[src/rtl/logic_op_pipe_pkg.sv]
// Shared types and the bitwise operation helper for logic_op_pipe.
package logic_op_pipe_pkg;

  localparam int unsigned OP_W      = 2;
  // Widest operand the helper handles; callers zero-extend and truncate.
  localparam int unsigned MAX_WIDTH = 256;

  typedef enum logic [OP_W-1:0] {
    OP_AND  = 2'd0,
    OP_OR   = 2'd1,
    OP_XOR  = 2'd2,
    OP_NAND = 2'd3
  } op_e;

  function automatic logic [MAX_WIDTH-1:0] apply_op(
    input op_e                  op,
    input logic [MAX_WIDTH-1:0] a,
    input logic [MAX_WIDTH-1:0] b
  );
    logic [MAX_WIDTH-1:0] r;
    case (op)
      OP_AND:  r = a & b;
      OP_OR:   r = a | b;
      OP_XOR:  r = a ^ b;
      OP_NAND: r = ~(a & b);
      default: r = a & b;
    endcase
    return r;
  endfunction

endpackage

[src/rtl/logic_op_fifo.sv]
// Synchronous FIFO with occupancy count and a registered head that holds
// the last popped entry while empty.
module logic_op_fifo #(
  parameter int unsigned WIDTH_DATA = 8,
  parameter int unsigned DEPTH      = 4
) (
  input  logic                    clk,
  input  logic                    rst,
  input  logic                    wr_valid,
  output logic                    wr_ready,
  input  logic [WIDTH_DATA-1:0]   wr_data,
  output logic                    rd_valid,
  input  logic                    rd_ready,
  output logic [WIDTH_DATA-1:0]   rd_data,
  output logic [$clog2(DEPTH):0]  count
);

  localparam int unsigned PTR_W = $clog2(DEPTH);
  localparam int unsigned CNT_W = PTR_W + 1;

  logic [WIDTH_DATA-1:0] mem [DEPTH];
  logic [PTR_W-1:0]      wr_ptr;
  logic [PTR_W-1:0]      rd_ptr;
  logic [PTR_W-1:0]      rd_ptr_nxt;
  logic [CNT_W-1:0]      count_nxt;
  logic [WIDTH_DATA-1:0] head_nxt;
  logic                  push;
  logic                  pop;

  assign wr_ready = (count != CNT_W'(DEPTH));
  assign rd_valid = (count != '0);
  assign push     = wr_valid && wr_ready;
  assign pop      = rd_valid && rd_ready;

  // Next head: the entry being written now if it lands at the new read
  // pointer (FIFO empty after this edge's pop), otherwise stored data.
  always_comb begin
    rd_ptr_nxt = rd_ptr;
    count_nxt  = count;
    head_nxt   = rd_data;
    if (pop) rd_ptr_nxt = rd_ptr + PTR_W'(1);
    case ({push, pop})
      2'b10:   count_nxt = count + CNT_W'(1);
      2'b01:   count_nxt = count - CNT_W'(1);
      default: count_nxt = count;
    endcase
    if (count_nxt != '0) begin
      if (push && (wr_ptr == rd_ptr_nxt)) head_nxt = wr_data;
      else                                head_nxt = mem[rd_ptr_nxt];
    end
  end

  always_ff @(posedge clk or posedge rst) begin
    if (rst) begin
      wr_ptr  <= '0;
      rd_ptr  <= '0;
      count   <= '0;
      rd_data <= '0;
    end else begin
      if (push) wr_ptr <= wr_ptr + PTR_W'(1);
      rd_ptr  <= rd_ptr_nxt;
      count   <= count_nxt;
      rd_data <= head_nxt;
    end
  end

  // Storage needs no reset; occupancy alone defines validity.
  always_ff @(posedge clk) begin
    if (push) mem[wr_ptr] <= wr_data;
  end

endmodule

[src/rtl/logic_op_pipe.sv]
// Bitwise AND/OR/XOR/NAND on operand pairs, results buffered in a FIFO.
// Define LOGIC_OP_PIPE_PARITY_EN to add a stored per-result out_parity port.
module logic_op_pipe
  import logic_op_pipe_pkg::*;
#(
  parameter int unsigned WIDTH = 8,
  parameter int unsigned DEPTH = 4
) (
  input  logic                   clk,
  input  logic                   rst,
  input  logic                   in_valid,
  output logic                   in_ready,
  input  logic [WIDTH-1:0]       in_a,
  input  logic [WIDTH-1:0]       in_b,
  input  logic [OP_W-1:0]        in_op,
  output logic                   out_valid,
  input  logic                   out_ready,
  output logic [WIDTH-1:0]       out_c,
  output logic                   out_zero,
  output logic [$clog2(DEPTH):0] out_count
`ifdef LOGIC_OP_PIPE_PARITY_EN
  ,
  output logic                   out_parity
`endif
);

`ifdef LOGIC_OP_PIPE_PARITY_EN
  localparam int unsigned DATA_W = WIDTH + 2;
`else
  localparam int unsigned DATA_W = WIDTH + 1;
`endif

  logic [WIDTH-1:0]  result;
  logic              zero;
  logic [DATA_W-1:0] wr_data;
  logic [DATA_W-1:0] rd_data;

  assign result = WIDTH'(apply_op(op_e'(in_op), MAX_WIDTH'(in_a), MAX_WIDTH'(in_b)));
  assign zero   = ~|result;

`ifdef LOGIC_OP_PIPE_PARITY_EN
  assign wr_data    = {^result, zero, result};
  assign out_parity = rd_data[WIDTH+1];
`else
  assign wr_data    = {zero, result};
`endif
  assign out_c    = rd_data[WIDTH-1:0];
  assign out_zero = rd_data[WIDTH];

  logic_op_fifo #(
    .WIDTH_DATA (DATA_W),
    .DEPTH      (DEPTH)
  ) u_fifo (
    .clk      (clk),
    .rst      (rst),
    .wr_valid (in_valid),
    .wr_ready (in_ready),
    .wr_data  (wr_data),
    .rd_valid (out_valid),
    .rd_ready (out_ready),
    .rd_data  (rd_data),
    .count    (out_count)
  );

endmodule

[config.mk]
export PLATFORM = sky130hd
export DESIGN_NAME = logic_op_pipe
export DESIGN_NICKNAME = d
export VERILOG_FILES = /design/src/rtl/logic_op_pipe_pkg.sv /design/src/rtl/logic_op_fifo.sv /design/src/rtl/logic_op_pipe.sv
export SDC_FILE = /design/constraint.sdc
export NUM_CORES = 1
export LEC_CHECK = 0
export CELL_PAD_IN_SITES_DETAIL_PLACEMENT = 1
export CELL_PAD_IN_SITES_GLOBAL_PLACEMENT = 2
export CORE_UTILIZATION = 40
export DETAILED_ROUTE_END_ITERATION = 8
export PLACE_DENSITY_LB_ADDON = 0.1
export SLEW_MARGIN = 30
export SYNTH_ARGS = -nofsm -noshare
export SYNTH_HDL_FRONTEND = slang
export SYNTH_SLANG_ARGS = --single-unit
[constraint.sdc]
create_clock -name clk -period 6.1 [get_ports clk]
set_input_delay 1.22 -clock clk [delete_from_list [all_inputs] [get_ports clk]]
set_output_delay 1.22 -clock clk [all_outputs]
set_load 0.02 [all_outputs]
==> impl_metrics.ini <==
[run_status]
outcome = complete, no violations

[layout]
areaGrowthSynthToFinish_pct = 15.3
diodes = 0
share_of_final_layout_standard_cells_stronger_than_drive_strength_1_pct = 9.75
fill_cells = 859
fin_nets = 361
utilization_pct = 47.7

[floorplanning]
placeableCoreArea_um2 = 7690
fp.dieH_um = 91.1
initial_utilization_pct = 41.3
die_width_um = 91.1
floorplan.io_pins = 36
die-area_um2 = 8300
placement_rows = 32

[pwr]
power.share.switching_pct = 41.4
ir_worst_vdd_mv = 0.182
cellInternalPower_uw = 978
cellPowerDensity_nw_per_um2 = 455
clock_power_share_pct = 14.3
power.leakage_nw = 1.53
sequential_fraction_of_design_power_pct = 36.5
p_sw_uw = 690
pwr-share-comb_pct = 49.2

[routing]
detail_route.wl_per_cell_um = 16.8
drt-pass1-iter-count = 4
drt-total-wl_um = 7040
route.detailed.vias_per_inst = 5.34
ant_nets = 0
remaining_drc_errors = 0
drt_iter0_markers = 67
vias = 2241

[logic_synthesis]
synth_simple_gate_area_share_pct = 12.2
syn_area_um2 = 3180
dominant_combinational_cell_family_by_area_after_synthesis = multiplexers
synth_top_cells_by_area = edfxtp_1 34%, dfrtp_1 13%, ha_1 8.3%
postSynthCellCount = 293
yosys_most_used_dff = edfxtp_1
synth_compound_gate_area_share_pct = 10.8
synthesis_warnings = 0
postSynth.asyncResetShare_pct = 30.8
yosys-top-cells-count = 36 x edfxtp_1, 28 x nor2_1, 27 x nor3_1
synth_enable_flop_cells = 36
synth_fp_nets = 337
synth-xor-area-share_pct = 1.93
muxShareOfSynthArea_pct = 12.7
synth_area_per_cell_um2 = 10.8
synth-adder-area-share_pct = 8.90
postSynthRegisterBits = 52
ys_seq_area_share_pct = 46.6
synth_area_leader_cell = edfxtp_1
synthDistinctLibCells = 41
synth_top_area_share_pct = 34.0
post-synth-top-count-cell = edfxtp_1

[clocking]
cts_made_buffers = 5
post_cts_resized = 0
tritoncts = built
post-cts-setup-buffers = 0
post_cts_hold_buffer_count = 0
clock_insertion_delay_worst_skew_ps = 310
cts.root.buffer_cell = clkbuf_8
clock_tree.buffer_depth = 2
cts_sinks = 52
cts-htree-levels = 2
worst_setup_hold_path_clk_slew_ps = 100

[global_route]
antenna_violations_before_repair = 0
grt_pass1_vias = 2312
overflow = 0
grt_usage_pct = 17.9
maximum_number_of_pins_on_one_net_before_global_route_repair = 41
grt_first_pass_wirelength_um = 11600

[timing]
rsz0062_at_grt = no
drv_slew = 0
timing.setup.tns_ps = 0
timing.final.crit_period_ps = 4260
hold-worst-slack_ps = 562
finalSetupViolCount = 0
max_slew_margin_pct = 48.2
timing.final.ws_setup_ps = 1840
timing.fmax_mhz = 235
skew_ps = 13.0
post-route-period-util_pct = 69.9
max_slew.worst_pin.slew_ps = 775
hold_violations = 0

[flow_run]
timing.max_cap.violations = 0

[min_path]
hp-class = flop to flop
worstHoldPathCells = 2
min_from = u_fifo.rd_data[6]
hold-path-endpoint = u_fifo.rd_data[6]

[setup_path]
crit_chain = clkdlybuf4s50_1, o31ai_4, buf_4, inv_2, ha_1, inv_1, fa_1, xor2_1, nor2_1, xor2_1, or3_1, nor2_1, a31oi_2
critPathRequiredTime_ps = 6270
critical_path_start_type = input pin
worstSetupPathType = input pin to flop
slowest_stage = or3_1
critical_path_peak_fanout = 31
worstSetupEndpointType = flop
cp_slowest_stage_delay_ps = 580
cp_data_arrival_time_ps = 4440
crit-reg2reg-capture = u_fifo.rd_data[3]
worst-r2r-setup-slack_ps = 2740
r2r.worst_path.cells = 12
critical_path.startpoint = out_ready
worstReg2RegStart = u_fifo.count[2]

[place]
io_buffer_count = 35
dpl.hpwl_um = 4990
worst_setup_slack_after_placement_ps = 1500
place.gp.congestion = 0.741
[metrics by stage]
stage	cells	power, mW	cell area, um2
after CTS	420	1.69	3660
after floorplan	293	1.19	3180
after global routing	420	1.79	3660
after global placement	412	1.42	3550
after detailed placement	412	1.44	3550
final	420	1.67	3660
[state kept, by name, summed over array words and instances (netlist names)]
signal / count
u_fifo.rd_ptr: 2
u_fifo.mem: 36
u_fifo.count: 3
u_fifo.rd_data: 9
u_fifo.wr_ptr: 2
[power groups by stage]
stage / Sequential (mW) / Combinational, mW / Clock, mW
2_1_floorplan: 0.613 / 0.578 / 0
3_3_place_gp: 0.612 / 0.806 / 0
3_5_place_dp: 0.614 / 0.829 / 0
4_1_cts: 0.609 / 0.832 / 0.246
5_1_grt: 0.622 / 0.909 / 0.259
6_report: 0.609 / 0.820 / 0.239
[critical path, delay by kind of cell]
family,cells,cell delay [ps]
buffers and inverters,4,1230
AND/OR/NAND/NOR,3,870
adder cells (fa/ha/maj),2,670
XOR/XNOR,2,300
AO/OA/AOI/OAI,2,120
[worst max path at each step]
stage / end / slack (ps) / cells after the start
2_1_floorplan: u_fifo.rd_data[1] / 2550 / 15
5_1_grt: u_fifo.rd_data[3] / 1640 / 13
6_report: u_fifo.rd_data[3] / 1840 / 13
3_3_place_gp: u_fifo.rd_data[3] / 1600 / 13
3_5_place_dp: u_fifo.rd_data[3] / 1500 / 13
4_1_cts: u_fifo.rd_data[3] / 1820 / 13
[metal layers]
layer  up-vias  GRT usage, %  share of wire, %
li1       1091             -                 -
met3         3          2.43               2.5
met5         -             0                 0
met1      1112          24.3                49
met4         0          4.76              0.33
met2        35          30.2                49
[cell families after synthesis]
logic type | after synthesis
simple gates | 78
flops | 52
compound gates | 50
buf+inv | 46
mux | 38
fa+ha+maj | 22
xor+xnor | 7
[cell usage in the layout (no fill, tap or decap), types with 2 or more instances in the layout]
master,Yosys,layout
edfxtp_1,36,36
clkdlybuf4s50_1,0,35
nor2_1,28,28
nor3_1,27,27
inv_1,24,24
ha_1,21,21
mux2i_1,19,19
o21ai_0,15,15
dfrtp_1,16,15
mux2_2,14,14
a21oi_1,14,14
a21o_1,8,8
o32a_1,7,7
nand2_1,6,6
mux2_1,5,5
clkbuf_8,0,5
xnor2_1,4,4
and3_1,4,4
xor2_1,3,3
or3_1,2,2
nor3b_1,2,2
o32ai_1,2,2
nand3_1,2,2
buf_4,1,2
[area by class of cell]
type                       instances  area, um2  share of cell area, %
inverter                          26       97.6                   2.66
timing repair buffer              37        365                   9.97
tap                              102        128                   3.48
clock inverter                     3       42.5                   1.16
clock buffer                       5       68.8                   1.88
sequential                        52       1480                   40.5
multi-input combinational        195       1480                   40.4
(Power assumes the default switching activity.)
